## src/rtl/apb3_interconnect_timeout.sv

```systemverilog
// APB3 interconnect: one master, NUM_SLAVES slots decoded from a PADDR field.
// Each master transfer is re-launched as a registered SETUP/ACCESS pair, guarded by a watchdog.
module apb3_interconnect_timeout #(
  parameter int NUM_SLAVES     = 4,
  parameter int APB_DWIDTH     = 32,
  parameter int SLOT_LSB       = 12,
  parameter int SLOT_ABITS     = 4,
  parameter int TIMEOUT_CYCLES = 256
) (
  input  logic                             PCLK,
  input  logic                             PRESET,
  input  logic [31:0]                      PADDR,
  input  logic                             PSEL,
  input  logic                             PENABLE,
  input  logic                             PWRITE,
  input  logic [APB_DWIDTH-1:0]            PWDATA,
  output logic [APB_DWIDTH-1:0]            PRDATA,
  output logic                             PREADY,
  output logic                             PSLVERR,
  output logic [31:0]                      PADDRS,
  output logic                             PWRITES,
  output logic [APB_DWIDTH-1:0]            PWDATAS,
  output logic                             PENABLES,
  output logic [NUM_SLAVES-1:0]            PSELS,
  input  logic [NUM_SLAVES*APB_DWIDTH-1:0] PRDATAS,
  input  logic [NUM_SLAVES-1:0]            PREADYS,
  input  logic [NUM_SLAVES-1:0]            PSLVERRS,
  output logic                             TIMEOUT_EVT,
  output logic [SLOT_ABITS-1:0]            ERR_SLOT
);

  localparam int WDW = (TIMEOUT_CYCLES > 1) ? $clog2(TIMEOUT_CYCLES) : 1;
  localparam logic [WDW-1:0] WD_LOAD = WDW'((TIMEOUT_CYCLES > 0) ? TIMEOUT_CYCLES - 1 : 0);
  localparam bit WD_EN = (TIMEOUT_CYCLES != 0);
  localparam logic [SLOT_ABITS:0] NS = (SLOT_ABITS+1)'(NUM_SLAVES);

  typedef enum logic [1:0] {IDLE, SSETUP, SACCESS, RESP} state_t;

  state_t                  state, state_nxt;
  logic [SLOT_ABITS-1:0]   slot;
  logic [SLOT_ABITS-1:0]   addr_slot;
  logic [NUM_SLAVES-1:0]   slot_onehot;
  logic [WDW-1:0]          wd_cnt;
  logic                    to_pend;
  logic                    setup_req;
  logic                    slot_hit;
  logic                    slv_ready;
  logic                    slv_err;
  logic                    wd_fire;
  logic [APB_DWIDTH-1:0]   slv_rdata;

  assign addr_slot = PADDR[SLOT_LSB +: SLOT_ABITS];
  assign setup_req = PSEL && !PENABLE;
  assign slot_hit  = ({1'b0, addr_slot} < NS);
  assign slv_ready = |(PREADYS & PSELS);
  assign slv_err   = |(PSLVERRS & PSELS);
  assign wd_fire   = WD_EN && (wd_cnt == '0) && !slv_ready;

  // PSELS is one-hot, so an AND-OR mux selects the active slot's read data
  always_comb begin
    slot_onehot = '0;
    slv_rdata   = '0;
    for (int i = 0; i < NUM_SLAVES; i++) begin
      slot_onehot[i] = (addr_slot == SLOT_ABITS'(i));
      if (PSELS[i]) slv_rdata = slv_rdata | PRDATAS[i*APB_DWIDTH +: APB_DWIDTH];
    end
  end

  always_comb begin
    state_nxt = state;
    case (state)
      IDLE:    if (setup_req) state_nxt = slot_hit ? SSETUP : RESP;
      SSETUP:  state_nxt = SACCESS;
      SACCESS: if (slv_ready || wd_fire) state_nxt = RESP;
      RESP:    if (!to_pend) state_nxt = IDLE;
      default: state_nxt = IDLE;
    endcase
  end

  always_ff @(posedge PCLK) begin
    if (PRESET) state <= IDLE;
    else        state <= state_nxt;
  end

  always_ff @(posedge PCLK) begin
    if (PRESET) begin
      PRDATA      <= '0;
      PREADY      <= 1'b0;
      PSLVERR     <= 1'b0;
      PADDRS      <= '0;
      PWRITES     <= 1'b0;
      PWDATAS     <= '0;
      PENABLES    <= 1'b0;
      PSELS       <= '0;
      TIMEOUT_EVT <= 1'b0;
      ERR_SLOT    <= '0;
      slot        <= '0;
      wd_cnt      <= '0;
      to_pend     <= 1'b0;
    end else begin
      TIMEOUT_EVT <= 1'b0;
      case (state)
        IDLE: begin
          if (setup_req) begin
            PADDRS  <= PADDR;
            PWRITES <= PWRITE;
            PWDATAS <= PWDATA;
            slot    <= addr_slot;
            if (slot_hit) begin
              PSELS <= slot_onehot;
            end else begin
              PREADY   <= 1'b1;
              PSLVERR  <= 1'b1;
              PRDATA   <= '0;
              ERR_SLOT <= addr_slot;
            end
          end
        end
        SSETUP: begin
          PENABLES <= 1'b1;
          wd_cnt   <= WD_LOAD;
        end
        SACCESS: begin
          if (slv_ready) begin
            PRDATA   <= slv_rdata;
            PSLVERR  <= slv_err;
            PREADY   <= 1'b1;
            PSELS    <= '0;
            PENABLES <= 1'b0;
          end else if (wd_fire) begin
            // error response is staged here; PREADY follows one cycle after the event pulse
            PSELS       <= '0;
            PENABLES    <= 1'b0;
            PRDATA      <= '0;
            PSLVERR     <= 1'b1;
            ERR_SLOT    <= slot;
            TIMEOUT_EVT <= 1'b1;
            to_pend     <= 1'b1;
          end else if (wd_cnt != '0) begin
            wd_cnt <= wd_cnt - 1'b1;
          end
        end
        RESP: begin
          if (to_pend) begin
            PREADY  <= 1'b1;
            to_pend <= 1'b0;
          end else begin
            PREADY  <= 1'b0;
            PSLVERR <= 1'b0;
          end
        end
        default: ;
      endcase
    end
  end

endmodule
```

## config.mk

```make
export PLATFORM = sky130hd
export DESIGN_NAME = apb3_interconnect_timeout
export DESIGN_NICKNAME = d
export VERILOG_FILES = /design/src/rtl/apb3_interconnect_timeout.sv
export SDC_FILE = /design/constraint.sdc
export NUM_CORES = 1
export LEC_CHECK = 0
export CORE_UTILIZATION = 36
export CTS_CLUSTER_DIAMETER = 60
export DETAILED_ROUTE_END_ITERATION = 7
export PLACE_DENSITY = 0.77
export SYNTH_ARGS = -nofsm -noshare
export SYNTH_HDL_FRONTEND = slang
export SYNTH_SLANG_ARGS = --single-unit
```

## constraint.sdc

```tcl
create_clock -name PCLK -period 4.55 [get_ports PCLK]
set_clock_uncertainty 0.05 [all_clocks]
set_input_delay 0.91 -clock PCLK [delete_from_list [all_inputs] [get_ports PCLK]]
set_output_delay 0.91 -clock PCLK [all_outputs]
set_load 0.01 [all_outputs]
```

==> impl_metrics.env <==
export IMPL_worstSetupEndpointType="output pin"
export IMPL_hp_class="flip-flop to flip-flop"
export IMPL_die_area_um2=15100
export IMPL_drtAntennaViolNets=0
export IMPL_yosysTopAreaCell="dfxtp_1"
export IMPL_initial_core_util_pct=37.4
export IMPL_layout_commonest_cell="clkdlybuf4s50_1"
export IMPL_fin_nets=1123
export IMPL_route_detailed_drc=0
export IMPL_postPlaceCellArea_um2=8510
export IMPL_cts_buffer_depth=2
export IMPL_synth_top_area_share_pct=45.6
export IMPL_ys_top_cells_by_area="dfxtp_1, nand2_1, a21oi_1"
export IMPL_cts_tree="built"
export IMPL_dp_final_hpwl_um=14000
export IMPL_grt_pass1_wl_um=28600
export IMPL_io_pins=314
export IMPL_dpl_cell_count=1072
export IMPL_maxCapViolations=0
export IMPL_layout_worst_path_cycle_share_pct=64.4
export IMPL_htree_levels=4
export IMPL_synthFlopType="dfxtp_1"
export IMPL_grt_pass1_vias=5467
export IMPL_postCtsSetupRepairBufs=0
export IMPL_synth_edf_count=0
export IMPL_slew_violations=0
export IMPL_cts_sinks=120
export IMPL_drt_total_wl_um=19700
export IMPL_comb_power_share_pct=30.6
export IMPL_leakage_uw=0.00319
export IMPL_vias=5809
export IMPL_ir_drop_uv=361
export IMPL_critPathSlowestCell="dfxtp_1"
export IMPL_path_cells="clkdlybuf4s50_1"
export IMPL_synthCells=623
export IMPL_place_ws_ps=1380
export IMPL_coreArea_um2=14100
export IMPL_clk_pin_slew_ps=50
export IMPL_drive_gt1_share_pct=5.95
export IMPL_arrival_ps=1970
export IMPL_rsz0062_at_grt="no"
export IMPL_final_cells=1104
export IMPL_portBuffers=313
export IMPL_critical_path_buf_inv_count=1
export IMPL_start_kind="flip-flop"
export IMPL_antenna_found_initial=0
export IMPL_setup_tns_ps=0
export IMPL_stdcell_area_um2=9140
export IMPL_postCtsHoldBufs=0
export IMPL_async_reset_ff_share_pct=0
export IMPL_grtUsageTotal_pct=25.1
export IMPL_ys_seq_elements=120
export IMPL_final_cell_mix="clkdlybuf4s50_1, nand2_1, dfxtp_1, a21oi_1"
export IMPL_critical_path_top_delay_family="flip-flops"
export IMPL_p_sw_share_pct=31.3
export IMPL_critical_path_max_fanout=20
export IMPL_hold_viol=0
export IMPL_fmax_mhz=341
export IMPL_p_seq_share_pct=33.0
export IMPL_power_uw=3840
export IMPL_core_rowCount=43
export IMPL_wl_per_cell_um=17.9
export IMPL_ctsResizeCount=0
export IMPL_relSlewSlack_pct=38.7
export IMPL_slowest_delay_ps=880
export IMPL_synth_warnings=0
export IMPL_gp_congestion=0.821
export IMPL_insertion_delay_ps=410
export IMPL_drtIter0Drc=478
export IMPL_grt_max_degree=85
export IMPL_power_density_nw_per_um2=421
export IMPL_antenna_cells=0
export IMPL_yosysSeqAreaShare_pct=45.6
export IMPL_syn_cell_area_um2=5270
export IMPL_worstMarginPinSlew_ps=919
export IMPL_ys_types=47
export IMPL_drt_first_pass_iters=5
export IMPL_setup_viol=0
export IMPL_cts_root_buf="clkbuf_16"
export IMPL_p_int_uw=2640
export IMPL_overflow=0
export IMPL_outcome="complete, no violations"
export IMPL_path_class="flip-flop to output pin"
export IMPL_viasPerCell=5.26
export IMPL_layout_min_cycle_time_ps=2930
export IMPL_crit_required_ps=3590
export IMPL_area_delta_synth_final_pct=73.2
export IMPL_synth_nets=835
export IMPL_cts_buffers=17
export IMPL_synth_avg_cell_area_um2=8.47
export IMPL_power_switching_uw=1200
export IMPL_dieHeight_um=123
export IMPL_clockPowerShare_pct=36.5
export IMPL_die_w_um=123
export IMPL_setup_ws_ps=1620
synth_stat cells, types with 6 or more instances:
library cell  instances
nor3_1               34
ha_1                  7
nor2_1               12
a31o_1               29
inv_1                 9
nand2_1             140
nand3_1              11
a22o_1               34
clkbuf_1             46
a21oi_1              76
dfxtp_1             120
o31ai_1               6
a221oi_1             33
layer usage:
| metal | vias to the layer above | track usage (%) | share of wire, % |
|---|---|---|---|
| met5 | - | 0 | 0 |
| met4 | 0 | 12.3 | 2.9 |
| met3 | 37 | 10.5 | 12 |
| met2 | 264 | 41.1 | 47 |
| met1 | 2650 | 28.1 | 38 |
| li1 | 2858 | - | - |
per-stage QoR:
step / hold slack (ps) / util (%)
floorplan: 413 / -
global placement: 390 / 60.4
detailed placement: 397 / 60.4
CTS: 403 / 64.8
global route: 420 / 64.8
finish: 401 / 64.8
area by class of cell:
type	count	area, µm²
Timing Repair Buffer	323	3200
Tap cell	180	225
Sequential cell	120	2400
Inverter	9	33.8
Clock inverter	11	145
Fill cell	1178	4960
Multi-Input combinational cell	440	2650
Clock buffer	21	480
path summary, 6_finish.rpt:
kind | depth (start not counted) | slack (ps) | from | end
worst min register to register | 2 | 400 | PWDATAS[16]$_SDFFE_PP0P_ | PWDATAS[16]$_SDFFE_PP0P_
worst max register to register | 7 | 1680 | state[0]$_SDFFE_PP0P_ | PRDATA[17]$_SDFFE_PP0P_
worst min-delay path | 2 | 400 | PWDATAS[16]$_SDFFE_PP0P_ | PWDATAS[16]$_SDFFE_PP0P_
worst max-delay path | 1 | 1620 | PSELS[1]$_SDFFE_PP0P_ | PSELS[1]
state kept, by name, summed over array words and instances, names as in the netlist, 2 cells and up:
name,cells
PRDATA,32
PWDATAS,32
ERR_SLOT,4
PADDRS,32
PSELS,4
state,2
wd_cnt,8
power groups by stage:
stage	clock network (µW)	registers, µW	logic [µW]
after floorplan	0	1310	633
after global placement	0	1280	1160
after detailed placement	0	1290	1170
after CTS	1430	1270	1170
after global routing	1470	1280	1290
final	1400	1270	1170
kinds of logic after synthesis:
logic type / share of synthesized area [%]
fa+ha+maj: 1.66
xor+xnor: 0.498
compound gates: 28.9
buf+inv: 4.58
simple gates: 18.0
flops: 45.6
mux: 0.759
(Power assumes the default switching activity.)
